## src/rtl/kme_clk_gate_pkg.sv

```systemverilog
// kme_clk_gate_pkg
// Shared definitions for the KME core clock-gate controller:
//   - gate FSM state encodings and the 2-bit state enum
//   - default wake (settle) and idle (hold-off) cycle counts
package kme_clk_gate_pkg;

  localparam logic [1:0] STATE_OFF_ENC   = 2'd0;
  localparam logic [1:0] STATE_WAKE_ENC  = 2'd1;
  localparam logic [1:0] STATE_ON_ENC    = 2'd2;
  localparam logic [1:0] STATE_DRAIN_ENC = 2'd3;

  typedef enum logic [1:0] {
    ST_OFF   = STATE_OFF_ENC,
    ST_WAKE  = STATE_WAKE_ENC,
    ST_ON    = STATE_ON_ENC,
    ST_DRAIN = STATE_DRAIN_ENC
  } gate_state_e;

  localparam int DEFAULT_WAKE_CYCLES = 4;
  localparam int DEFAULT_IDLE_CYCLES = 16;

endpackage

```

## src/rtl/kme_clk_gate_ack.sv

```systemverilog
// kme_clk_gate_ack
// Per-requester 4-phase acknowledge registers. An ack follows its request
// with one cycle of latency, but only while the gated clock is in ON;
// outside ON every ack is held low.
// Ports:
//   clk    in   always-on clock
//   rst_n  in   asynchronous active-low reset
//   in_on  in   gate FSM is in the ON state
//   req    in   per-requester clock request (level)
//   ack    out  per-requester registered grant
module kme_clk_gate_ack #(
  parameter int WIDTH = 4
) (
  input  logic             clk,
  input  logic             rst_n,
  input  logic             in_on,
  input  logic [WIDTH-1:0] req,
  output logic [WIDTH-1:0] ack
);

  // ack register array: mirrors req one cycle later while ON, else cleared
  always_ff @(posedge clk or negedge rst_n) begin
    if (!rst_n) begin
      ack <= {WIDTH{1'b0}};
    end else if (in_on) begin
      ack <= req;
    end else begin
      ack <= {WIDTH{1'b0}};
    end
  end

endmodule

```

## src/rtl/kme_clk_gate_ctrl.sv

```systemverilog
// kme_clk_gate_ctrl
// Clock-enable sequencer for the KME core clock domain. Wakes the gated
// clock when any requester, busy engine or force_on is active, waits
// WAKE_CYCLES for the gate/PLL to settle, grants acks while ON, and gates
// the clock off after IDLE_CYCLES consecutive idle cycles plus one DRAIN
// cycle. rst_n is expected to be deasserted synchronously upstream.
// Optional feature macro: KME_CLK_GATE_STATS_EN adds wake_cnt / on_cycles.
// Ports:
//   clk        in   free-running always-on clock
//   rst_n      in   asynchronous active-low reset
//   req        in   per-requester clock request (4-phase level)
//   busy       in   per-requester work in flight, holds clock on
//   force_on   in   software override, always-active requester (no ack)
//   ack        out  per-requester grant (registered)
//   clk_en     out  enable to the clock gate cell (registered)
//   gate_state out  current FSM state encoding
//   wake_cnt   out  (stats) saturating OFF->WAKE count
//   on_cycles  out  (stats) wrapping count of clk_en-high cycles
module kme_clk_gate_ctrl
  import kme_clk_gate_pkg::*;
#(
  parameter int NUM_REQ     = 4,
  parameter int WAKE_CYCLES = DEFAULT_WAKE_CYCLES,
  parameter int IDLE_CYCLES = DEFAULT_IDLE_CYCLES,
  parameter int CNT_W       = 8
) (
  input  logic               clk,
  input  logic               rst_n,
  input  logic [NUM_REQ-1:0] req,
  input  logic [NUM_REQ-1:0] busy,
  input  logic               force_on,
  output logic [NUM_REQ-1:0] ack,
  output logic               clk_en,
  output logic [1:0]         gate_state
`ifdef KME_CLK_GATE_STATS_EN
  ,
  output logic [15:0]        wake_cnt,
  output logic [31:0]        on_cycles
`endif
);

  localparam logic [CNT_W-1:0] WAKE_LOAD = CNT_W'(WAKE_CYCLES - 1);
  localparam logic [CNT_W-1:0] IDLE_LOAD = CNT_W'(IDLE_CYCLES - 1);
  localparam logic [CNT_W-1:0] CNT_ZERO  = {CNT_W{1'b0}};
  localparam logic [CNT_W-1:0] CNT_ONE   = CNT_W'(1);

  gate_state_e      state_r, state_s;
  logic [CNT_W-1:0] cnt_r, cnt_s;
  logic             clk_en_r;
  logic             active_s;

  assign active_s = (|req) | (|busy) | force_on;

  // next-state and shared wake/idle counter
  always_comb begin
    state_s = state_r;
    cnt_s   = cnt_r;
    case (state_r)
      ST_OFF: begin
        if (active_s) begin
          state_s = ST_WAKE;
          cnt_s   = WAKE_LOAD;
        end else begin
          cnt_s   = CNT_ZERO;
        end
      end
      ST_WAKE: begin
        // activity is ignored here; ON always re-arms a full idle window
        if (cnt_r == CNT_ZERO) begin
          state_s = ST_ON;
          cnt_s   = IDLE_LOAD;
        end else begin
          cnt_s   = cnt_r - CNT_ONE;
        end
      end
      ST_ON: begin
        // activity wins even on the cycle the idle count expires
        if (active_s) begin
          cnt_s   = IDLE_LOAD;
        end else if (cnt_r == CNT_ZERO) begin
          state_s = ST_DRAIN;
        end else begin
          cnt_s   = cnt_r - CNT_ONE;
        end
      end
      ST_DRAIN: begin
        // clock never stopped, so a late request goes straight back to ON
        if (active_s) begin
          state_s = ST_ON;
          cnt_s   = IDLE_LOAD;
        end else begin
          state_s = ST_OFF;
          cnt_s   = CNT_ZERO;
        end
      end
      default: begin
        state_s = ST_OFF;
        cnt_s   = CNT_ZERO;
      end
    endcase
  end

  // state, counter and registered clock enable
  always_ff @(posedge clk or negedge rst_n) begin
    if (!rst_n) begin
      state_r  <= ST_OFF;
      cnt_r    <= CNT_ZERO;
      clk_en_r <= 1'b0;
    end else begin
      state_r  <= state_s;
      cnt_r    <= cnt_s;
      clk_en_r <= (state_s != ST_OFF);
    end
  end

  assign clk_en     = clk_en_r;
  assign gate_state = state_r;

  kme_clk_gate_ack #(
    .WIDTH (NUM_REQ)
  ) u_ack (
    .clk   (clk),
    .rst_n (rst_n),
    .in_on (state_r == ST_ON),
    .req   (req),
    .ack   (ack)
  );

`ifdef KME_CLK_GATE_STATS_EN
  logic [15:0] wake_cnt_r;
  logic [31:0] on_cycles_r;

  // wake counter saturates; on-cycle counter wraps
  always_ff @(posedge clk or negedge rst_n) begin
    if (!rst_n) begin
      wake_cnt_r  <= 16'd0;
      on_cycles_r <= 32'd0;
    end else begin
      if ((state_r == ST_OFF) && (state_s == ST_WAKE) && (wake_cnt_r != 16'hFFFF)) begin
        wake_cnt_r <= wake_cnt_r + 16'd1;
      end
      if (clk_en_r) begin
        on_cycles_r <= on_cycles_r + 32'd1;
      end
    end
  end

  assign wake_cnt  = wake_cnt_r;
  assign on_cycles = on_cycles_r;
`endif

endmodule

```

## config.mk

```make
export PLATFORM = sky130hd
export DESIGN_NAME = kme_clk_gate_ctrl
export DESIGN_NICKNAME = d
export VERILOG_FILES = /design/src/rtl/kme_clk_gate_pkg.sv /design/src/rtl/kme_clk_gate_ack.sv /design/src/rtl/kme_clk_gate_ctrl.sv
export SDC_FILE = /design/constraint.sdc
export NUM_CORES = 1
export LEC_CHECK = 0
export ABC_AREA = 1
export BUFFER_PORTS_ARGS = -buffer_cell sky130_fd_sc_hd__clkbuf_2
export CELL_PAD_IN_SITES_DETAIL_PLACEMENT = 0
export CELL_PAD_IN_SITES_GLOBAL_PLACEMENT = 1
export CORE_MARGIN = 2
export CORE_UTILIZATION = 41
export CTS_BUF_LIST = sky130_fd_sc_hd__clkbuf_8
export DETAILED_ROUTE_END_ITERATION = 10
export PLACE_DENSITY_LB_ADDON = 0.1
export SYNTH_ARGS = -nofsm -noshare
export SYNTH_HDL_FRONTEND = slang
export SYNTH_SLANG_ARGS = --single-unit
```

## constraint.sdc

```tcl
create_clock -name clk -period 1.5 [get_ports clk]
set_input_delay 0.3 -clock clk [delete_from_list [all_inputs] [get_ports clk]]
set_output_delay 0.3 -clock clk [all_outputs]
set_load 0.05 [all_outputs]
```

**Yosys cells after proc, flatten, opt, wreduce, memory -nomap -nowiden**

Index checks and enable logic that the tools add are counted.

- Register bits: 15
- Word-level logic and storage cells: 29
- Bits of input ports: 11
- Output and inout bits: 7

- $add $sub $neg: 1
- Reduce and logical (&&, ||, !) cells: 5
- Eq/ne operators: 4
- Muxes and demuxes: 13
- Bitwise gates (word level): 2

Operators by type and width:

| kind | count |
|---|---|
| 8-bit one-hot mux with 4 select lines | 1 |
| 8-bit 2-to-1 mux | 3 |
| 2-bit 2-to-1 mux | 6 |
| 8-bit zero test | 1 |
| 4-bit 2-to-1 mux | 2 |
| 2-bit one-hot mux with 4 select lines | 1 |
| 4-bit OR reduction | 2 |
| 8-bit by 1-bit subtractor with 8-bit output, second input constant | 1 |
| 2-bit equality test, second input constant | 2 |
| 3-bit != test, second input constant | 1 |
| 2-bit by 1-bit equality test with 1-bit output, second input constant | 1 |
| 2-bit zero test | 1 |
| 1-bit bitwise OR | 2 |
| 2-bit nonzero test | 1 |

**Logic depth before layout (Yosys ltp)**

- Depth after elaboration: 6
- Gate-level depth with buffers: 8
- Depth with buffers taken out: 8

**Cells and area by module**

From an unflattened synthesis, not the netlist that was laid out.

- Cells, all modules: 110
- Area total of the unflattened synthesis: 835.8 um^2

By module, submodules not included:

| module | cells an instance | area an instance (um^2) | seq. area each (um^2) | instances |
|---|---|---|---|---|
| kme_clk_gate_ctrl | 98 | 705.7 | 275.3 | 1 |
| kme_clk_gate_ack | 12 | 130.1 | 100.1 | 1 |

**Least setup slack after synthesis**

OpenSTA, ideal clock, no wires.

- Path type: register -> register
- Start point: register state_r[1], in the netlist gate_state[1]
- End point: register cnt_r[4]
- Buffers on the path: 0
- Library setup time: 0.118 ns
- Clock period less this slack: 1.395 ns
- Setup slack: 0.105 ns
- Data arrival time: 1.277 ns
- Required time: 1.382 ns
- Cell stages (with the launch flop): 6
- Path through: dfrtp_1 -> inv_2 -> nor2_4 -> nand3_2 -> a21oi_1 -> nor2_1

- Word-level cells in the longest chain between the ends: 2
- Elaborated cells between the ends (all ways): 6
- Those cells by class: eq/ne: 4; mux: 1; reduce/logical: 1

Ends and longest elaborated chain:

| element | line | text |
|---|---|---|
| start, declared | kme_clk_gate_ctrl.sv:47 | `gate_state_e state_r, state_s;` |
| start signal, assigned | kme_clk_gate_ctrl.sv:110 | `state_r <= state_s;` |
| 2-bit equality test, or another cell as far along | kme_clk_gate_ctrl.sv:58 | `case (state_r)` |
| 8-bit one-hot mux with 4 select lines or 3-bit != test (tied branches) | -- |  |
| end signal, assigned | kme_clk_gate_ctrl.sv:111 | `cnt_r <= cnt_s;` |
| end, declared | kme_clk_gate_ctrl.sv:48 | `logic [CNT_W-1:0] cnt_r, cnt_s;` |

Parallel ways exist; a longest one is shown, timed or not.
A chain may end at the register's enable or synchronous reset.

**Worst setup path in the final report**

- Start point: register state_r[0], in the netlist gate_state[0]
- End point: output gate_state[0]

RTL lines:

| element | line | text |
|---|---|---|
| end, declared | kme_clk_gate_ctrl.sv:34 | `output logic [1:0] gate_state` |

No word-level cell between the ends.

==> flow_metrics.py <==
metrics = {
    "status": {
        "outcome": "finished clean",
    },
    "setup_path": {
        "path_buf_inv": 1,
        "end_kind": "output port",
        "crit_type": "reg -> out",
        "timing.critical_path.required_ns": 1.20,
        "cp_slowest_cell": "dfrtp_1",
        "critical-path-max-stage-delay_ns": 0.51,
        "critPathLaunchType": "register",
        "worstPathMaxFanout": 8,
        "critical_path_arrival_ns": 1.10,
        "crit_family": "flip-flops",
        "crit_chain": "clkbuf_2",
    },
    "synth": {
        "synth_nets": 123,
        "ys_seq_area_frac": 0.422,
        "netlist_area_sq_um": 890,
        "post_synth.cell_area_avg_sq_um": 8.09,
        "synth_cells": 110,
        "synthDistinctLibCells": 24,
        "synth-seq-cells": 15,
        "ys_warn_count": 0,
    },
    "global_route": {
        "grt_pass1_wl_um": 3290,
        "track_usage": 0.178,
        "antenna_found_initial": 0,
        "grt_start_max_net_pins": 16,
        "grt_pass1_vias": 741,
        "overflow": 0,
    },
    "floorplan": {
        "coreArea_sq_um": 2000,
        "die_area_sq_um": 2560,
        "ios": 18,
        "die_h_um": 50.6,
        "fp-row-count": 16,
        "initial_core_util": 0.444,
        "dieWidth_um": 50.6,
    },
    "drt": {
        "postRouteAntennaNets": 0,
        "vias": 745,
        "avgViaCountPerCell": 4.69,
        "drcViolationCount": 0,
        "wl_per_cell_um": 11.8,
        "drt-pass1-iter-count": 4,
        "drt_iter0_drc": 19,
        "drt_wl_total_um": 1870,
    },
    "clock_network": {
        "clock_sink_count": 15,
        "path_clk_slew_ns": 0.06,
        "cts_tree": "done",
        "clockBufferDepth": 2,
        "post_cts_buffers": 0,
        "root_buffer": "clkbuf_8",
        "clock_latency_ns": 0.25,
        "htree_levels": 1,
        "cts_made_buffers": 3,
    },
    "timing": {
        "fin_crit_ns": 1.40,
        "finClkSkew_ns": 0.00367,
        "setup_violations": 0,
        "period_share": 0.934,
        "max_slew_margin": 0.737,
        "rsz0062_at_grt": "false",
        "fmax_mhz": 714,
        "drv_slew": 0,
        "finalHoldViolCount": 0,
        "final.setup.tns_ns": 0,
        "worstMarginPinSlew_ns": 0.394,
    },
    "pwr": {
        "ir_drop_mv": 0.734,
        "power.total_mw": 0.807,
        "leakage_nw": 0.523,
        "power_density_nw_per_um2": 753,
    },
    "cells_and_area": {
        "drive_gt1_frac": 0.311,
        "nets": 146,
        "final_cell_mix": "24 x nand2_1, 18 x nor2_1, 17 x clkbuf_2, 15 x dfrtp_1, 10 x inv_1",
        "syn_to_final_growth_pct": 20.5,
        "fill_cells": 206,
        "mostFrequentLayoutCell": "nand2_1",
        "num_antenna_cells": 0,
    },
    "hold_path": {
        "hp-class": "in -> reg",
    },
    "placement": {
        "portBuffers": 17,
        "hpwl_um": 1430,
        "gp_congestion": 0.764,
    },
    "run": {
        "cap_violations": 0,
    },
}
==> synthesized netlist by cell type (all sizes together) <==
master | n | area [sq um]
a21oi | 5 | 28.8
dfrtp | 15 | 375
inv | 16 | 62.6
xor2 | 1 | 8.76
xnor2 | 1 | 8.76
ha | 2 | 25.0
nand3 | 11 | 77.6
o21ai | 5 | 36.3
o211ai | 1 | 7.51
nor2 | 22 | 125
nor3 | 2 | 15.0
nand2 | 28 | 115
clkinv | 1 | 3.75
==> per-stage QoR <==
| step | area, sq um | hold slack [ns] | util | std cells | setup slack (ns) |
|---|---|---|---|---|---|
| final | 1070 | 0.247 | 0.536 | 159 | 0.0989 |
| after global routing | 1070 | 0.267 | 0.536 | 159 | 0.00884 |
| after global placement | 1010 | 0.245 | 0.504 | 154 | 0.140 |
| after CTS | 1060 | 0.242 | 0.532 | 159 | 0.0770 |
| after floorplan | 890 | 0.00441 | - | 110 | 0.105 |
| after detailed placement | 1010 | 0.240 | 0.504 | 154 | 0.0854 |
==> repair_timing <==
action | in CTS | in global routing
gates resized for setup | 0 | 2
hold buffers | 1 | 0
setup endpoints to repair | 0 | 4
hold endpoints to repair | 15 | 0
==> logic make-up (layout without fill, tap and decap cells) <==
family          Yosys count  in the layout  share of synthesized area
compound gates           11             11                     0.0816
xor+xnor                  2              2                     0.0197
fa+ha+maj                 2              2                     0.0281
buf+inv                  17             39                     0.0746
flops                    15             15                      0.422
simple gates             63             63                      0.374
==> where the power goes <==
group | switching (mW) | internal (mW)
logic | 0.0416 | 0.0189
registers | 0.00124 | 0.410
clock network | 0.151 | 0.184
total | 0.194 | 0.613
==> area by class of cell <==
| type | count | area (sq um) | area share |
|---|---|---|---|
| clock inverter | 1 | 5.00 | 0.00467 |
| sequential | 15 | 375 | 0.350 |
| clock buffer | 3 | 41.3 | 0.0385 |
| tap | 27 | 33.8 | 0.0315 |
| inverter | 17 | 66.3 | 0.0618 |
| multi-input combinational | 78 | 455 | 0.425 |
| timing repair buffer | 18 | 95.1 | 0.0887 |
==> metal layers <==
| layer | global-route usage | wire [um] |
|---|---|---|
| met4 | 0.122 | 55 |
| met5 | 0 | 0 |
| met3 | 0.0357 | 96 |
| met1 | 0.219 | 867 |
| met2 | 0.276 | 853 |
==> registers in the layout, summed over array words and instances (netlist names) <==
| signal | cells |
|---|---|
| clk_en | 1 |
| cnt_r | 8 |
| gate_state | 2 |
| u_ack.ack | 4 |
==> path summary, 6_finish.rpt <==
| check | start | end | slack (ns) | cells after the start |
|---|---|---|---|---|
| min in group asynchronous | rst_n | cnt_r[4]$_DFFE_PN0P_ | 0.50 | 2 |
| setup reg to reg | cnt_r[0]$_DFFE_PN0P_ | cnt_r[4]$_DFFE_PN0P_ | 0.12 | 7 |
| hold reg to reg | cnt_r[1]$_DFFE_PN0P_ | cnt_r[1]$_DFFE_PN0P_ | 0.54 | 2 |
| hold / removal | req[0] | u_ack.ack[0]$_DFF_PN0_ | 0.25 | 3 |
| setup / recovery | gate_state[0]$_DFF_PN0_ | gate_state[0] | 0.1 | 1 |
| max in group asynchronous | rst_n | u_ack.ack[2]$_DFF_PN0_ | 0.72 | 2 |
==> tightest hold or removal path, cell delays in order <==
cell and delay, ns:
clkbuf_2 0.09, inv_1 0.04, nor2_1 0.03
Note: power is estimated with default switching activity, not from simulation.
